===== src/rtl/vector_output_streamer.sv =====
// vector_output_streamer: buffers flagged write-back vectors and
// streams them one element per handshake to a narrow sink.
module vector_output_streamer #(
  parameter int DATA_WIDTH  = 16,
  parameter int VECTOR_SIZE = 6,
  parameter int FIFO_DEPTH  = 4,
  parameter int IDX_WIDTH   = $clog2(VECTOR_SIZE)
) (
  input  logic                              clock,
  input  logic                              reset,
  input  logic [VECTOR_SIZE*DATA_WIDTH-1:0] vectorIn,
  input  logic                              vectorValid,
  output logic [DATA_WIDTH-1:0]             elementOut,
  output logic [IDX_WIDTH-1:0]              elementIndex,
  output logic                              elementValid,
  input  logic                              elementReady,
  output logic                              lastElement,
  output logic [$clog2(FIFO_DEPTH+1)-1:0]   fifoCount,
  output logic                              fifoFull,
  output logic                              overflow
);

  localparam int PW = $clog2(FIFO_DEPTH);
  localparam int CW = $clog2(FIFO_DEPTH+1);
  localparam logic [IDX_WIDTH-1:0] LAST =
    IDX_WIDTH'(VECTOR_SIZE-1);
  localparam logic [CW-1:0] FULL = CW'(FIFO_DEPTH);

  typedef enum logic {IDLE, SEND} state_t;

  state_t state, state_n;

  logic [VECTOR_SIZE*DATA_WIDTH-1:0] mem [FIFO_DEPTH];
  logic [DATA_WIDTH-1:0] head [VECTOR_SIZE];

  logic [PW-1:0]        wptr, rptr;
  logic [CW-1:0]        count, count_n;
  logic [IDX_WIDTH-1:0] idx;
  logic                 xfer, pop, push, drop;

  assign elementValid = (state == SEND);
  assign fifoCount    = count;
  assign fifoFull     = (count == FULL);
  assign elementIndex = idx;
  assign lastElement  = elementValid & (idx == LAST);

  assign xfer = elementValid & elementReady;
  assign pop  = xfer & (idx == LAST);
  // A pop frees the head slot on the same edge, so a full
  // buffer can still accept a push in that cycle.
  assign push = vectorValid & (~fifoFull | pop);
  assign drop = vectorValid & fifoFull & ~pop;

  // Split the head vector into elements for indexed selection.
  always_comb begin
    for (int k = 0; k < VECTOR_SIZE; k++) begin
      head[k] = mem[rptr][k*DATA_WIDTH +: DATA_WIDTH];
    end
  end

  // Present the current head element, zero while idle.
  always_comb begin
    elementOut = '0;
    if (elementValid) elementOut = head[idx];
  end

  // Occupancy after this edge's push/pop.
  always_comb begin
    count_n = count;
    if (push & ~pop)      count_n = count + CW'(1);
    else if (pop & ~push) count_n = count - CW'(1);
  end

  // Serializer next state follows buffer occupancy.
  always_comb begin
    state_n = state;
    unique case (state)
      IDLE: if (count_n != '0) state_n = SEND;
      SEND: if (count_n == '0) state_n = IDLE;
      default: state_n = IDLE;
    endcase
  end

  // Serializer state register.
  always_ff @(posedge clock) begin
    if (reset) state <= IDLE;
    else       state <= state_n;
  end

  // Pointers, occupancy, element index and sticky overflow.
  always_ff @(posedge clock) begin
    if (reset) begin
      wptr     <= '0;
      rptr     <= '0;
      count    <= '0;
      idx      <= '0;
      overflow <= 1'b0;
    end else begin
      count <= count_n;
      if (push) wptr <= wptr + PW'(1);
      if (pop)  rptr <= rptr + PW'(1);
      if (xfer) idx  <= pop ? '0 : idx + IDX_WIDTH'(1);
      if (drop) overflow <= 1'b1;
    end
  end

  // Vector storage; a capture in the reset cycle is ignored.
  always_ff @(posedge clock) begin
    if (!reset && push) mem[wptr] <= vectorIn;
  end

endmodule


===== config.mk =====
export PLATFORM = sky130hd
export DESIGN_NAME = vector_output_streamer
export DESIGN_NICKNAME = d
export VERILOG_FILES = /design/src/rtl/vector_output_streamer.sv
export SDC_FILE = /design/constraint.sdc
export NUM_CORES = 1
export LEC_CHECK = 0
export ABC_AREA = 1
export BUFFER_PORTS_ARGS = -buffer_cell sky130_fd_sc_hd__buf_2
export CORE_AREA = 2 2 171 173
export CTS_CLUSTER_DIAMETER = 150
export DETAILED_ROUTE_END_ITERATION = 10
export DIE_AREA = 0 0 173 175
export PLACE_DENSITY_LB_ADDON = 0.1
export SLEW_MARGIN = 20
export SYNTH_ARGS = -nofsm -noshare
export SYNTH_HDL_FRONTEND = slang
export SYNTH_SLANG_ARGS = --single-unit

===== constraint.sdc =====
create_clock -name clock -period 11.8 [get_ports clock]
set_clock_uncertainty 0.1 [all_clocks]
set_input_delay 3.54 -clock clock [delete_from_list [all_inputs] [get_ports clock]]
set_output_delay 3.54 -clock clock [all_outputs]
set_load 0.02 [all_outputs]

==> impl_metrics.yaml <==
timing:
  rsz0062_at_grt: "false"
  period_needed_ns: 7.35
  fin_crit_sh_pct: 62.3
  drv_slew: 0
  final-setup-viol-count: 0
  relSlewSlack_pct: 30.7
  tns_ns: 0
  hold-worst-slack_ns: 0.367
  hold_violations: 0
  worstMarginPinSlew_ns: 1.04
  fmax_ghz: 0.136
final_layout:
  fin_area_um2: 18900
  fillCellCount: 2181
  drive_above_1_share_pct: 12.5
  ff_latch_area_um2: 11800
  layout-area-overhead-vs-synth_pct: 12.9
  final_cells: 2054
  layout.nets: 1745
  multi_input_area_um2: 3760
global_route:
  grt_pass1_wl_mm: 61.3
  grt_pass1_vias: 11100
  track_usage_pct: 26.3
  antenna_found_initial: 3
  overflow: 0
  grt_max_degree: 103
die:
  initial_utilization_pct: 59.1
  core_area_um2: 28400
  die_w_um: 173
  fp.dieArea_um2: 30300
  num_io_pins: 126
  rows: 62
  die_h_um: 175
drt:
  route.vias.total: 11300
  ant_nets: 0
  dr.pass1.iters: 6
  viasPerCell: 5.48
  routedWlPerCell_um: 19.2
  drt_iter0_drc: 1142
  drc: 0
  drt-total-wl_mm: 39.5
logic_synthesis:
  yosys_warnings: 0
  synth_cells: 1530
  ys_seq_area_share_pct: 70.4
  yosys.area.top_type: "edfxtp_1"
  synth.net_count: 1639
  netlist_area_um2: 16800
  synth_top_area_share_pct: 68.7
  synthTopCellsByArea: "edfxtp_1 (69%), nand2_1 (8.3%), nand3_1 (6.4%), inv_1 (4.8%), nor2_1 (2.4%)"
  avgSynthCellArea_um2: 11.0
  ys_ff_latch: 398
  synth_cell_types: 22
power_and_ir_drop:
  pwr-share-seq_pct: 52.7
  clkPwrFrac_pct: 40.8
  ir_drop_uv: 107
  p_leak_nw: 7.74
  swShare_pct: 21.9
  p_comb_share_pct: 6.5
  p_int_mw: 2.37
  p_total_mw: 3.04
  p_sw_mw: 0.666
  power_density_nw_per_um2: 161
placement:
  hpwlAfterDp_mm: 22.6
  place_area_um2: 17600
  portBuffers: 125
  gp_congestion: 0.790
  placed_cells_incl_taps: 1977
clock_tree:
  numCtsBuffers: 41
  cts_hold_buf: 0
  cts_tree: "built"
  cts_resized: 0
  path_clk_slew_ns: 0.06
  clockBufferDepth: 3
  insertion_delay_ns: 0.53
  htreeDepth: 2
  cts_sinks: 398
  post_cts_buffers: 0
  clockRootBuffer: "clkbuf_16"
outcome:
  run_status: "complete, no violations"
worst_setup_path:
  startpoint_type: "flop"
  critical_path.max_fanout: 102
  reg2reg_depth: 10
  path_class: "flop to output pin"
  endpoint_kind: "output pin"
  required_ns: 8.16
  crit_arrival_ns: 3.71
hold_path:
  hold_path_depth: 2
  hp-class: "flop to flop"
flow_run:
  maxCapViolations: 0
[routing by layer]
layer	routed length, um	track usage [%]	part of all wire (%)
met4	707	6.99	1.8
met5	17	0	0.043
met1	16600	36.0	42
met2	19300	44.0	49
met3	2900	4.57	7.3
[state kept, by name, summed over array words and instances, names as in the netlist, named ones only]
register,cells
rptr,2
elementValid,1
overflow,1
elementIndex,3
wptr,2
fifoCount,3
mem,384
[cell usage after synthesis (all sizes together)]
| master | instances |
|---|---|
| nand3 | 215 |
| ha | 9 |
| dfxtp | 14 |
| a211oi | 1 |
| nand2 | 373 |
| inv | 217 |
| a21oi | 23 |
| xor2 | 1 |
| clkinv | 3 |
| a31oi | 1 |
| o21ai | 70 |
| edfxtp | 384 |
| xnor2 | 1 |
| nor2 | 107 |
| buf | 45 |
| clkbuf | 34 |
| o211ai | 32 |
[kinds of logic (layout without fill, tap and decap cells)]
family | after synthesis | count (layout) | share of synthesized area (%)
buffers and inverters | 299 | 437 | 7.40
XOR/XNOR | 2 | 2 | 0.104
AND/OR/NAND/NOR | 695 | 695 | 17.2
adder cells (fa/ha/maj) | 9 | 9 | 0.671
flip-flops | 398 | 398 | 70.4
AO/OA/AOI/OAI | 127 | 127 | 4.29
other | 0 | 2 | 0
[final timing paths]
check | startpoint | endpoint | slack, ns
setup / recovery | flop | elementOut[0] | 4.45
hold / removal | rptr[1] | flop | 0.37
setup reg to reg | elementIndex[0] | mem[3][0] | 7.47
hold reg to reg | rptr[1] | flop | 0.37
[worst max-delay path, cell delays in order (launching register included)]
cell,delay (ns)
dfxtp_4,0.48
inv_6,0.58
buf_4,0.86
nand2_1,0.11
nand2_1,0.09
nand2_1,0.06
nand3_1,0.09
nand3_1,0.08
nand2_1,0.07
nand2_1,0.06
a21oi_1,0.27
buf_2,0.24
[stage by stage]
stage | setup WS (ns) | utilization [%]
2_1_floorplan | 3.01 | -
3_3_place_gp | 5.03 | 62.1
3_5_place_dp | 4.96 | 62.1
4_1_cts | 4.48 | 66.7
5_1_grt | 4.23 | 66.7
6_report | 4.45 | 66.7
[placed cells by master (no fill, tap or decap), drive strengths merged]
cell / count
a211oi: 1
a31oi: 1
edfxtp: 384
o211ai: 32
buf: 142
nand2: 373
xor2: 1
nor2: 107
clkbuf: 56
o21ai: 70
inv: 218
diode: 2
a21oi: 23
nand3: 215
dfxtp: 14
xnor2: 1
clkinv: 19
ha: 9
bufinv: 2
[final cells by class]
class,count,share of cell area (%)
diodes,2,0.0264
clock buffers,56,6.10
clock inverters,19,0.727
inverters,220,4.39
multi-input cells,833,19.8
flip-flops and latches,398,62.4
well taps,384,2.54
repair buffers,142,3.98
[power groups by stage]
stage	combinational [mW]	sequential, mW	clock (mW)
floorplan	0.0994	1.64	0
global placement	0.192	1.63	0
detailed placement	0.197	1.63	0
CTS	0.198	1.60	1.25
global route	0.217	1.60	1.32
finish	0.197	1.60	1.24
Power figures use the tool's default switching activity.
